<file path="config.mk">
export PLATFORM = sky130hd
export DESIGN_NAME = key_input_pio
export DESIGN_NICKNAME = d
export VERILOG_FILES = /design/src/rtl/key_input_pio.sv
export SDC_FILE = /design/constraint.sdc
export NUM_CORES = 1
export LEC_CHECK = 0
export ABC_AREA = 0
export CORE_UTILIZATION = 45
export CTS_BUF_LIST = sky130_fd_sc_hd__clkbuf_2
export DETAILED_ROUTE_END_ITERATION = 8
export PLACE_DENSITY = 0.7
export SYNTH_ARGS = -nofsm -noshare
export SYNTH_HDL_FRONTEND = slang
export SYNTH_SLANG_ARGS = --single-unit
export TNS_END_PERCENT = 5
</file>
<file path="constraint.sdc">
create_clock -name clk -period 3.4 [get_ports clk]
set_input_delay 0.68 -clock clk [delete_from_list [all_inputs] [get_ports clk]]
set_output_delay 0.68 -clock clk [all_outputs]
set_load 0.005 [all_outputs]
</file>
<file path="src/rtl/key_input_pio.sv">
`default_nettype none
// ============================================================================
// Module   : key_input_pio
// Brief    : Avalon-MM input PIO with per-pin synchronizer, debounce, press
//            edge capture, interrupt mask and level IRQ.
// Revision : 1.0 - initial release
// ============================================================================
module key_input_pio #(
   parameter int WIDTH           = 4,
   parameter int DEBOUNCE_CYCLES = 50000,
   parameter bit ACTIVE_LOW      = 1'b1
) (
   input  logic              clk,
   input  logic              reset,
   input  logic [WIDTH-1:0]  pins_in,
   input  logic              chipselect,
   input  logic [1:0]        address,
   input  logic              read,
   input  logic              write,
   input  logic [31:0]       writedata,
   output logic [31:0]       readdata,
   output logic              irq
);

   localparam int               c_cnt_w   = $clog2(DEBOUNCE_CYCLES);
   localparam logic [c_cnt_w-1:0] c_cnt_max = c_cnt_w'(DEBOUNCE_CYCLES - 1);
   localparam logic [WIDTH-1:0] c_release = ACTIVE_LOW ? {WIDTH{1'b1}} : {WIDTH{1'b0}};

   logic [WIDTH-1:0] r_sync1;
   logic [WIDTH-1:0] r_sync2;
   logic [WIDTH-1:0] r_stable;
   logic [WIDTH-1:0] r_edge;
   logic [WIDTH-1:0] r_mask;
   logic [WIDTH-1:0] w_sync;
   logic [WIDTH-1:0] w_done;
   logic [WIDTH-1:0] w_rise;
   logic [WIDTH-1:0] w_clear;
   logic [31:0]      w_rdata;
   logic             w_wr;
   logic             w_rd;

   // Synchronizer idles at the released pin level so reset never looks like a press.
   always_ff @(posedge clk or posedge reset) begin
      if (reset) begin
         r_sync1 <= c_release;
         r_sync2 <= c_release;
      end else begin
         r_sync1 <= pins_in;
         r_sync2 <= r_sync1;
      end
   end

   assign w_sync = ACTIVE_LOW ? ~r_sync2 : r_sync2;

   generate
      for (genvar i = 0; i < WIDTH; i++) begin : g_debounce
         logic [c_cnt_w-1:0] r_cnt;
         logic               w_diff;

         assign w_diff    = (w_sync[i] != r_stable[i]);
         assign w_done[i] = w_diff && (r_cnt == c_cnt_max);

         always_ff @(posedge clk or posedge reset) begin
            if (reset) begin
               r_cnt <= '0;
            end else if (!w_diff || w_done[i]) begin
               r_cnt <= '0;
            end else begin
               r_cnt <= r_cnt + 1'b1;
            end
         end
      end
   endgenerate

   assign w_rise  = w_done & w_sync;
   assign w_wr    = chipselect && write;
   assign w_rd    = chipselect && read;
   assign w_clear = (w_wr && address == 2'd3) ? writedata[WIDTH-1:0] : '0;

   // A press completing in the same cycle as a clear keeps the bit set.
   always_ff @(posedge clk or posedge reset) begin
      if (reset) begin
         r_stable <= '0;
         r_edge   <= '0;
         r_mask   <= '0;
      end else begin
         r_stable <= r_stable ^ w_done;
         r_edge   <= (r_edge & ~w_clear) | w_rise;
         if (w_wr && address == 2'd2) begin
            r_mask <= writedata[WIDTH-1:0];
         end
      end
   end

   always_comb begin
      w_rdata = '0;
      case (address)
         2'd0:    w_rdata[WIDTH-1:0] = r_stable;
         2'd2:    w_rdata[WIDTH-1:0] = r_mask;
         2'd3:    w_rdata[WIDTH-1:0] = r_edge;
         default: w_rdata = '0;
      endcase
   end

   always_ff @(posedge clk or posedge reset) begin
      if (reset) begin
         readdata <= '0;
      end else if (w_rd) begin
         readdata <= w_rdata;
      end
   end

   assign irq = |(r_edge & r_mask);

   generate
      if (WIDTH < 32) begin : g_unused_wdata
         logic w_unused_wdata;
         assign w_unused_wdata = |writedata[31:WIDTH];
      end
   endgenerate

endmodule
`default_nettype wire

</file>
==> results.cfg <==
[clock_network]
postCtsSetupRepairBufs = 0
cts_tree = yes
insertion_delay_ns = 0.55
cts_resized = 0
cts_hold_repair.buffers = 0
htreeDepth = 3
numClockSinks = 88
clock_path_buffers = 2
root_buffer = clkbuf_2
numCtsBuffers = 9
cts.reportedPaths.clkPinSlew_ns = 0.27

[grt]
overflow = 0
grt_max_degree = 89
antenna_found_initial = 0
track_usage_pct = 16.1
grt_pass1_wl_mm = 12.8
grt_pass1_vias = 2744

[logic_synthesis]
synth-warning-count = 0
synth.area.top_cells = dfrtp_1 47%, xnor2_1 9.4%, nor2_1 6.1%, buf_4 4.9%, dfstp_2 4.9%
async_reset_ff_share_pct = 100
synth-edff-count = 0
yosysTopAreaCell = dfrtp_1
synth_top_area_share_pct = 46.6
synthMostInstantiatedCell = dfrtp_1
ys_types = 37
syn_inst = 424
ys_top_cells_by_count = 80 x dfrtp_1, 70 x nor2_1, 46 x xnor2_1, 29 x nand2_1, 28 x buf_4
seq_area_frac_synth_pct = 51.4
synth_area_um2 = 4300
ys_ff_latch = 88
synth_flop_cell = dfrtp_1
avgSynthCellArea_um2 = 10.1

[sta]
rsz0062_at_grt = no
setup_viol_count_final = 0
hold_viol = 0
setup_tns_ns = 0
maxSlewHeadroom_pct = 65.9
period_share_pct = 72.1
fin_skew_ns = 0.0392
slew_viol_final = 0
fmax_mhz = 408
fin_crit_ns = 2.45
tightest_slew_ns = 0.511

[detailed_routing]
vias_per_cell = 5.03
antenna_left = 0
vias = 2926
first_pass_iters = 4
avgRoutedWirePerCell_um = 12.4
drc = 0
drt_iter0_markers = 89
wirelength_mm = 7.22

[layout]
area_growth_pct = 7.56
fin_nets = 495
post-route-cell-area_um2 = 4630
drive_above_1_share_pct = 7.28
antenna_cells = 0
fill_cells = 821
fin_util_pct = 50.1

[floorplan]
start_util_pct = 46.5
num_rows = 35
die_y_um = 99.8
io_pins = 76
core-area_um2 = 9240
die_area_um2 = 9950
die_x_um = 99.8

[run]
maxCapViolCount = 0

[power_and_ir_drop]
p_per_area_nw_per_um2 = 382
ir_drop_mv = 0.169
leakagePower_nw = 1.86
p_total_mw = 1.76

[place]
dp_hpwl_mm = 4.88
gp_congestion = 0.815
port_buffers = 19
post_dp_cell_area_um2 = 4530

[worst_hold_path]
hold_class = flip-flop to flip-flop

[setup_path]
slowest_delay_ns = 0.46
path_cells = a22oi_1 > nand2_1 > clkdlybuf4s50_1
slowest_stage = dfrtp_1
worst_setup_path_end_kind = output pin
crit_required_ns = 2.72
critical_path_class = flip-flop to output pin
arrival_ns = 1.77
critical_path.max_fanout = 3
worstSetupStartpointType = flip-flop

[status]
outcome = finished clean
## stage by stage
step                instances  hold WS, ns  setup slack, ns
floorplan                 451        0.345            0.455
global placement          566        0.346             1.24
detailed placement        566        0.347             1.22
CTS                       582        0.353            0.912
global route              582        0.358            0.875
finish                    582        0.351            0.950
## placed cells by master, fill, tap and decap left out, types with 2 or more instances in the layout
| cell type | count |
|---|---|
| nor2_1 | 70 |
| xor2_1 | 12 |
| a21oi_1 | 2 |
| nor4_1 | 15 |
| nor4bb_1 | 6 |
| a22oi_1 | 2 |
| inv_1 | 10 |
| o31ai_1 | 5 |
| and4_1 | 4 |
| inv_6 | 2 |
| mux2_2 | 4 |
| dfrtp_1 | 80 |
| nor3_1 | 11 |
| a31oi_1 | 4 |
| xnor2_1 | 46 |
| dfstp_2 | 8 |
| conb_1 | 28 |
| o21ai_0 | 7 |
| mux2i_1 | 6 |
| nand4_1 | 19 |
| or4b_1 | 2 |
| nand3_1 | 24 |
| clkinvlp_4 | 5 |
| clkdlybuf4s50_1 | 19 |
| ha_1 | 4 |
| nand2_1 | 29 |
| and3_1 | 7 |
| nor4b_1 | 2 |
| clkbuf_2 | 9 |
## path summary, 6_finish.rpt
kind                                   startpoint                     end  slack [ns]  cells after the start
setup / recovery                        r_edge[2]                     irq        0.95                      3
hold / removal                         r_sync1[2]              r_sync2[2]        0.35                      0
setup reg to reg           g_debounce[0].r_cnt[7]  g_debounce[0].r_cnt[3]        1.44                      4
hold reg to reg                        r_sync1[2]              r_sync2[2]        0.35                      0
max in group asynchronous                   reset              r_sync2[3]        2.52                      3
min in group asynchronous                   reset  g_debounce[1].r_cnt[6]        0.50                      3
## cells by family (layout without fill, tap and decap cells)
group | count (synthesis) | count (layout) | synth area share [%]
other | 1 | 28 | 0.0872
multiplexers | 10 | 10 | 2.44
XOR/XNOR | 58 | 58 | 11.8
AO/OA/AOI/OAI | 20 | 20 | 2.85
adder cells (fa/ha/maj) | 4 | 4 | 1.16
flip-flops | 88 | 88 | 51.4
buffers and inverters | 45 | 47 | 6.75
AND/OR/NAND/NOR | 198 | 198 | 23.5
## registers in the layout, indices dropped and copies added (netlist names), named ones only
signal and flops:
g_debounce.r_cnt 64, r_edge 4, r_mask 4, r_sync1 4
r_sync2 4, readdata 4, r_stable 3
## report_power, final
| group | switching (mW) | internal (mW) |
|---|---|---|
| clock network | 0.383 | 0.0992 |
| registers | 0.0340 | 1.09 |
| logic | 0.0805 | 0.0732 |
## layer usage
metal,track usage (%),vias up,routed length [µm]
met3,2.60,10,217
met4,7.35,0,124
met2,25.1,68,3280
li1,-,1456,-
met5,0,-,0
met1,22.0,1392,3610
## final cells by class
class                   count  area, µm²  area share, %
clock inverters             7       55.1           1.19
inverters                  11       42.5          0.920
repair buffers             20        210           4.54
clock buffers               9       45.0          0.974
well taps                 129        161           3.49
flip-flops and latches     88       2210           47.8
multi-input cells         318       1900           41.1
## critical path: cells and delay by family (launching register included)
kind	cells	cell delay, ns
AOI/OAI and AO/OA	1	0.21
DFF	1	0.46
and+or+nand+nor	1	0.10
buffers and inverters	1	0.45
No activity file was read; power rests on OpenSTA's default activity.
